[config.mk]
export PLATFORM = sky130hd
export DESIGN_NAME = freqest_flat
export DESIGN_NICKNAME = d
export VERILOG_FILES = /design/src/rtl/hilbert_pkg.sv /design/src/rtl/freqest_if.sv /design/src/rtl/phasewrap.sv /design/src/rtl/freqest.sv /design/src/flat_wrapper.sv
export SDC_FILE = /design/constraint.sdc
export NUM_CORES = 1
export LEC_CHECK = 0
export CAP_MARGIN = 20
export CORE_ASPECT_RATIO = 0.5
export CORE_MARGIN = 2
export CORE_UTILIZATION = 45
export CTS_CLUSTER_SIZE = 24
export DETAILED_ROUTE_END_ITERATION = 16
export PLACE_DENSITY = 0.68
export SYNTH_ARGS = -nofsm -noshare
export SYNTH_HDL_FRONTEND = slang
export SYNTH_HIERARCHICAL = 1
export SYNTH_SLANG_ARGS = --single-unit
[constraint.sdc]
create_clock -name clock -period 10.4 [get_ports clock]
set_clock_uncertainty 0.05 [all_clocks]
set_input_delay 2.08 -clock clock [delete_from_list [all_inputs] [get_ports clock]]
set_output_delay 2.08 -clock clock [all_outputs]
set_load 0.05 [all_outputs]
[src/rtl/hilbert_pkg.sv]
// Shared Q9.10 angle-format constants and helpers for the HilbertFilter datapath.
// Imported by phasecalc and freqest so both sides agree on the angle encoding.
package hilbert_pkg;

  localparam int ANGLE_W    = 19;
  localparam int ANGLE_FRAC = 10;
  localparam int DEG180     = 180 << ANGLE_FRAC;
  localparam int DEG360     = 2 * DEG180;

  localparam logic signed [ANGLE_W:0] RAW_180 = (ANGLE_W+1)'(DEG180);
  localparam logic signed [ANGLE_W:0] RAW_360 = (ANGLE_W+1)'(DEG360);

  typedef enum logic {
    ST_FIRST = 1'b0,
    ST_RUN   = 1'b1
  } state_t;

  // Difference folded into (-180,+180]; after the fold it always fits back in ANGLE_W bits.
  function automatic logic signed [ANGLE_W-1:0] wrap_diff(
    input logic signed [ANGLE_W-1:0] c,
    input logic signed [ANGLE_W-1:0] p
  );
    logic signed [ANGLE_W:0] raw;
    raw = {c[ANGLE_W-1], c} - {p[ANGLE_W-1], p};
    if (raw > RAW_180)
      raw = raw - RAW_360;
    else if (raw <= -RAW_180)
      raw = raw + RAW_360;
    return raw[ANGLE_W-1:0];
  endfunction

endpackage

[src/rtl/freqest_if.sv]
// Connection between phasecalc (master) and freqest (slave): angle in, frequency
// estimates out.
interface freqest_if;
  import hilbert_pkg::*;

  logic                      busy;
  logic signed [ANGLE_W-1:0] angle;
  logic signed [ANGLE_W-1:0] delta;
  logic                      delta_valid;
  logic signed [ANGLE_W-1:0] avg;
  logic                      avg_valid;

  modport master (output busy, angle, input delta, delta_valid, avg, avg_valid);
  modport slave  (input busy, angle, output delta, delta_valid, avg, avg_valid);
endinterface

[src/rtl/phasewrap.sv]
// Registered wrapped phase-difference stage: one delta per valid cur/prev pair.
module phasewrap
  import hilbert_pkg::*;
(
  input  logic                      clock,
  input  logic                      reset,
  input  logic                      valid,
  input  logic signed [ANGLE_W-1:0] cur,
  input  logic signed [ANGLE_W-1:0] prev,
  output logic signed [ANGLE_W-1:0] delta,
  output logic                      delta_valid
);

  always_ff @(posedge clock) begin
    if (reset) begin
      delta       <= '0;
      delta_valid <= 1'b0;
    end else begin
      delta_valid <= valid;
      if (valid)
        delta <= wrap_diff(cur, prev);
    end
  end

endmodule

[src/rtl/freqest.sv]
// Instantaneous-frequency estimator: detects phasecalc completion, emits the wrapped
// per-sample phase step and the mean over 2^LOG2N steps.
module freqest
  import hilbert_pkg::*;
#(
  parameter int LOG2N = 3
) (
  input logic      clock,
  input logic      reset,
  freqest_if.slave bus
);

  localparam int ACC_W = ANGLE_W + LOG2N;

  state_t                    state;
  logic                      busy_q;
  logic                      done;
  logic signed [ANGLE_W-1:0] prev;
  logic signed [ANGLE_W-1:0] cur;
  logic                      cur_valid;
  logic signed [ANGLE_W-1:0] delta;
  logic                      delta_valid;
  logic signed [ACC_W-1:0]   acc;
  logic signed [ACC_W-1:0]   sum;
  logic [LOG2N-1:0]          cnt;
  logic signed [ANGLE_W-1:0] avg;
  logic                      avg_valid;

  assign done = busy_q & ~bus.busy;

  always_ff @(posedge clock) begin
    if (reset) begin
      busy_q    <= 1'b0;
      state     <= ST_FIRST;
      prev      <= '0;
      cur       <= '0;
      cur_valid <= 1'b0;
    end else begin
      busy_q    <= bus.busy;
      cur_valid <= 1'b0;
      // prev advances in the same cycle phasewrap consumes the cur/prev pair
      if (cur_valid)
        prev <= cur;
      case (state)
        ST_FIRST: if (done) begin
          prev  <= bus.angle;
          state <= ST_RUN;
        end
        ST_RUN: if (done) begin
          cur       <= bus.angle;
          cur_valid <= 1'b1;
        end
        default: state <= ST_FIRST;
      endcase
    end
  end

  phasewrap u_phasewrap (
    .clock       (clock),
    .reset       (reset),
    .valid       (cur_valid),
    .cur         (cur),
    .prev        (prev),
    .delta       (delta),
    .delta_valid (delta_valid)
  );

  assign sum = acc + {{LOG2N{delta[ANGLE_W-1]}}, delta};

  always_ff @(posedge clock) begin
    if (reset) begin
      acc       <= '0;
      cnt       <= '0;
      avg       <= '0;
      avg_valid <= 1'b0;
    end else begin
      avg_valid <= 1'b0;
      if (delta_valid) begin
        cnt <= cnt + 1'b1;
        if (&cnt) begin
          avg       <= ANGLE_W'(sum >>> LOG2N);
          avg_valid <= 1'b1;
          acc       <= '0;
        end else begin
          acc <= sum;
        end
      end
    end
  end

  assign bus.delta       = delta;
  assign bus.delta_valid = delta_valid;
  assign bus.avg         = avg;
  assign bus.avg_valid   = avg_valid;

endmodule

[src/flat_wrapper.sv]
// flat-port wrapper written by rule: the top's interface ports become plain ports
module freqest_flat import hilbert_pkg::*;
#(
  parameter int LOG2N = 3
)
  (clock, reset, bus_busy, bus_angle, bus_delta, bus_delta_valid, bus_avg, bus_avg_valid);
  freqest_if bus_i ();
  input logic clock;
  input logic reset;
  input wire logic [$bits(bus_i.busy)-1:0] bus_busy;
  input wire logic [$bits(bus_i.angle)-1:0] bus_angle;
  output wire logic [$bits(bus_i.delta)-1:0] bus_delta;
  output wire logic [$bits(bus_i.delta_valid)-1:0] bus_delta_valid;
  output wire logic [$bits(bus_i.avg)-1:0] bus_avg;
  output wire logic [$bits(bus_i.avg_valid)-1:0] bus_avg_valid;
  assign bus_i.busy = bus_busy;
  assign bus_i.angle = bus_angle;
  assign bus_delta = bus_i.delta;
  assign bus_delta_valid = bus_i.delta_valid;
  assign bus_avg = bus_i.avg;
  assign bus_avg_valid = bus_i.avg_valid;
  freqest #(.LOG2N(LOG2N)) u_core (.clock(clock), .reset(reset), .bus(bus_i));
endmodule
## After elaboration in Yosys (flattened, before gate mapping)

Index checks and enable logic that the tools add are counted.

| operators by class | value |
|---|---|
| reductions and logical operators | 5 |
| bitwise operators | 4 |
| divide/modulo/power cells | 0 |
| $add $sub $neg | 5 |
| multiply operators | 0 |
| equal/unequal tests | 0 |
| magnitude comparators | 2 |
| shift-type cells | 0 |
| multiplexer cells | 9 |

Operators with widths:

| kind | count |
|---|---|
| $mux 19 | 5 |
| $add 22x22->22 | 1 |
| $mux 22 | 1 |
| $gt 20x19->1 const B | 1 |
| $le 20x19->1 const B | 1 |
| $sub 19x19->20 | 1 |
| $add 19x19->19 const B | 1 |
| $sub 19x19->19 const B | 1 |
| $reduce_and 4->1 | 1 |
| $reduce_or 2->1 | 2 |
| $add 3x1->3 const B | 1 |
| $mux 1 | 3 |
| $not 1->1 | 3 |
| $reduce_and 3->1 | 1 |
| $reduce_and 2->1 | 1 |
| $and 1x1->1 | 1 |

| word-level totals | value |
|---|---|
| bits in read-only memories | 0 |
| register bits after elaboration | 106 |
| memory bits (writable) | 0 |
| memories | 0 |
| bits in latches | 0 |

## Logic depth before layout (Yosys ltp)

| depth | value |
|---|---|
| word-level depth | 4 |
| mapped depth | 14 |
| mapped depth without buffers | 14 |

## Cells and area by module

The synthesis kept the hierarchy.

Modules (own cells, without submodules):

| module | cells an instance | times used | area an instance (um^2) |
|---|---|---|---|
| freqest | 512 | 1 | 4330.4 |
| phasewrap | 276 | 1 | 2210.9 |

## Least setup slack after synthesis

Ideal clock, no wire load.

| path | value |
|---|---|
| kind | input to register |
| start point | input port reset |
| end point | register u_core.acc[17] |
| required time | 10.263 ns |
| stages | 4 |
| library setup time | 0.087 ns |
| path slack | 7.143 ns |
| arrival | 3.120 ns |
| cell sequence | clkbuf_1 > nor3_1 > inv_1 > o31ai_1 |

RTL lines:

| element | RTL line | text |
|---|---|---|
| start, declared | flat_wrapper.sv:9 | `input logic reset;` |
| end signal, assigned | freqest.sv:85 | `acc <= sum;` |
| end, declared | freqest.sv:23 | `logic signed [ACC_W-1:0] acc;` |

## Worst setup path in the final report

| path | value |
|---|---|
| start point | register u_core.u_phasewrap.delta_valid |
| end point | output port bus_delta_valid |

RTL lines:

| element | RTL line | text |
|---|---|---|
| start, declared | phasewrap.sv:11 | `output logic delta_valid` |
| start signal, assigned | phasewrap.sv:19 | `delta_valid <= valid;` |
| end, declared | flat_wrapper.sv:13 | `output wire logic [$bits(bus_i.delta_valid)-1:0] bus_delta_valid;` |

No word-level cell between the ends.

==> flow_summary.toml <==
[clock_network]
clk_pin_slew_ps = 70
cts_tree = "built"
cts_setup_buffers = 0
root_buffer = "clkbuf_16"
postCtsHoldBufs = 0
cts_max_path_buffers = 2
clock-sinks = 106
htree_levels = 3
cts_buffers = 9
clock_latency_ps = 350
ctsResizeCount = 0

[synth]
yosysTopAreaCell = "dfxtp_1"
yosysMostFrequentCell = "dfxtp_1"
synthArstFlopShare = 0
ys_seq_elements = 106
syn_nets = 857
synthCells = 788
yosys-top-cells-area = "dfxtp_1, ha_1, a21oi_1, nand2_1, mux2i_1"
synth_top_area_share = 0.324
syn_area_per_cell_um2 = 8.30
synth.distinct_cells = 85
synth_common_cells = "dfxtp_1, nand2_1, nor2_1, a21oi_1, ha_1"
ys_seq_area_frac = 0.324
synth-edff-count = 0
synthesis.area_mm2 = 0.00654
ys.flop_type = "dfxtp_1"
synth-warning-count = 6

[sta]
period_needed_ps = 3910
tightest_slew_ps = 1010
hold_violations = 0
fmax_mhz = 256
period_share = 0.376
maxSlewViolCount = 0
timing.slew.headroom = 0.329
finalSetupTns_ps = 0
grt_setup_unrepaired = "no"
setup_viol = 0

[outcome]
outcome = "complete, no violations"

[setup_path]
crit_type = "flop to output pin"
cp_slowest_cell = "clkdlybuf4s50_1"
cp.required_ps = 8270
cp_num_buf_inv = 1
critical-path-top-delay-family = "buffers and inverters"
cp-start-kind = "flop"
cp.arrival_ps = 1780
max_stage_delay_ps = 880
worstPathCellList = "clkdlybuf4s50_1"
critPathMaxFanout = 9
endpoint_kind = "output pin"

[global_route]
antenna_found_initial = 0
grt_usage = 0.197
grt_pass1_vias = 5074
grt_max_degree = 95
grt_overflow_total = 0
grt_pass1_wl_um = 25100

[cells_and_area]
final_nets = 897
num_antenna_cells = 0
final.fill_count = 1391
multi_input_area_mm2 = 0.00415
synthToLayoutAreaGrowth_pct = 16.5
fin_area_mm2 = 0.00762
seqCellArea_mm2 = 0.00212
drive_above_1_share = 0.0661

[detailed_routing]
dr.first_iter.drc_count = 387
drtPass1Iterations = 5
wl_um = 15400
vias_per_cell = 5.58
route.detailed.wl_per_inst_um = 15.0
drc = 0
antenna_left = 0
num_vias = 5748

[placed_design]
gp_congestion = 0.891
postPlaceCellArea_mm2 = 0.00728
dp.final_hpwl_um = 11000
portBuffers = 61

[flow_run]
maxCapViolations = 0

[floorplanning]
die_w_um = 175
die_y_um = 89.3
initial_core_util = 0.456
rows = 31
core_region_area_mm2 = 0.0144
io-pin-count = 62
fp.dieArea_mm2 = 0.0156

[hold_path]
min_path_type = "flop to flop"

[pwr]
leakagePower_nw = 2.99
vdd.ir_drop.worst_uv = 86.0
pwr_density_cell_mw_per_mm2 = 130
report_power, final:
| group | internal (W) | switching, W |
|---|---|---|
| Clock | 0.000236 | 0.000159 |
| Sequential | 0.000411 | 0.00000376 |
| Combinational | 0.0000696 | 0.000107 |
| Total | 0.000717 | 0.000270 |
layer usage:
layer	vias up	part of all wire	GRT usage
met2	121	0.43	0.318
met1	2671	0.52	0.283
li1	2945	-	-
met5	-	0	0
met3	11	0.044	0.0344
met4	0	0.0056	0.0333
per-stage QoR:
| stage | total power (W) | hold slack [ps] | cells | setup WS [ps] | utilization |
|---|---|---|---|---|---|
| 6_report | 0.000987 | 404 | 1030 | 6490 | 0.531 |
| 5_1_grt | 0.00103 | 433 | 1030 | 6430 | 0.531 |
| 3_5_place_dp | 0.000600 | 397 | 1015 | 6300 | 0.507 |
| 2_1_floorplan | 0.000561 | 379 | 788 | 7140 | - |
| 4_1_cts | 0.000994 | 409 | 1030 | 6470 | 0.531 |
| 3_3_place_gp | 0.000598 | 392 | 1015 | 6350 | 0.507 |
cell usage in the layout, fill, tap and decap left out, types with 6 or more instances in the layout:
cell	synthesis	layout
a211oi_1	25	25
a21o_1	22	22
a21oi_1	71	71
a22oi_1	8	8
and2_1	10	10
and3_1	9	9
clkbuf_16	0	9
clkdlybuf4s50_1	0	60
dfxtp_1	106	105
ha_1	45	45
inv_1	27	27
mux2i_1	29	29
nand2_1	90	90
nand2b_1	14	14
nand3_1	14	14
nor2_1	75	75
nor2b_1	7	7
nor3_1	20	20
o211ai_1	6	6
o21a_1	8	8
o21ai_0	22	22
o21ai_1	7	7
or3_1	12	12
xnor2_1	8	8
xor2_1	13	13
layout make-up:
type                    count  area share
clock buffers               9      0.0296
clock inverters             6      0.0151
flip-flops and latches    106       0.279
well taps                 198      0.0325
multi-input cells         613       0.544
repair buffers             66      0.0844
inverters                  32      0.0158
state kept, by name (all words and copies together), names as in the netlist, 3 cells and up:
| signal | flops |
|---|---|
| u_core/cur | 19 |
| u_core/prev | 19 |
| u_core/bus.avg | 19 |
| u_core/u_phasewrap/delta | 19 |
| u_core/cnt | 3 |
| u_core/acc | 22 |
path summary, 6_finish.rpt:
path,to,slack (ps),depth (start not counted),start
worst min-delay path,u_core/bus.avg[9],400,2,u_core/bus.avg[9]
worst min register to register,u_core/bus.avg[9],400,2,u_core/bus.avg[9]
worst max register to register,u_core/u_phasewrap/delta[13],6750,13,u_core/cur[0]
worst max-delay path,bus_delta_valid,6490,1,u_core/u_phasewrap/delta_valid
cell families after synthesis:
kind of cell | Yosys count | synth area share
and+or+nand+nor | 274 | 0.199
AOI/OAI and AO/OA | 238 | 0.261
DFF | 106 | 0.324
buffers and inverters | 69 | 0.0417
adders and majority gates | 47 | 0.0922
muxes | 30 | 0.0461
xor gates and xnor gates | 24 | 0.0356
No activity file was read; power rests on OpenSTA's default activity.
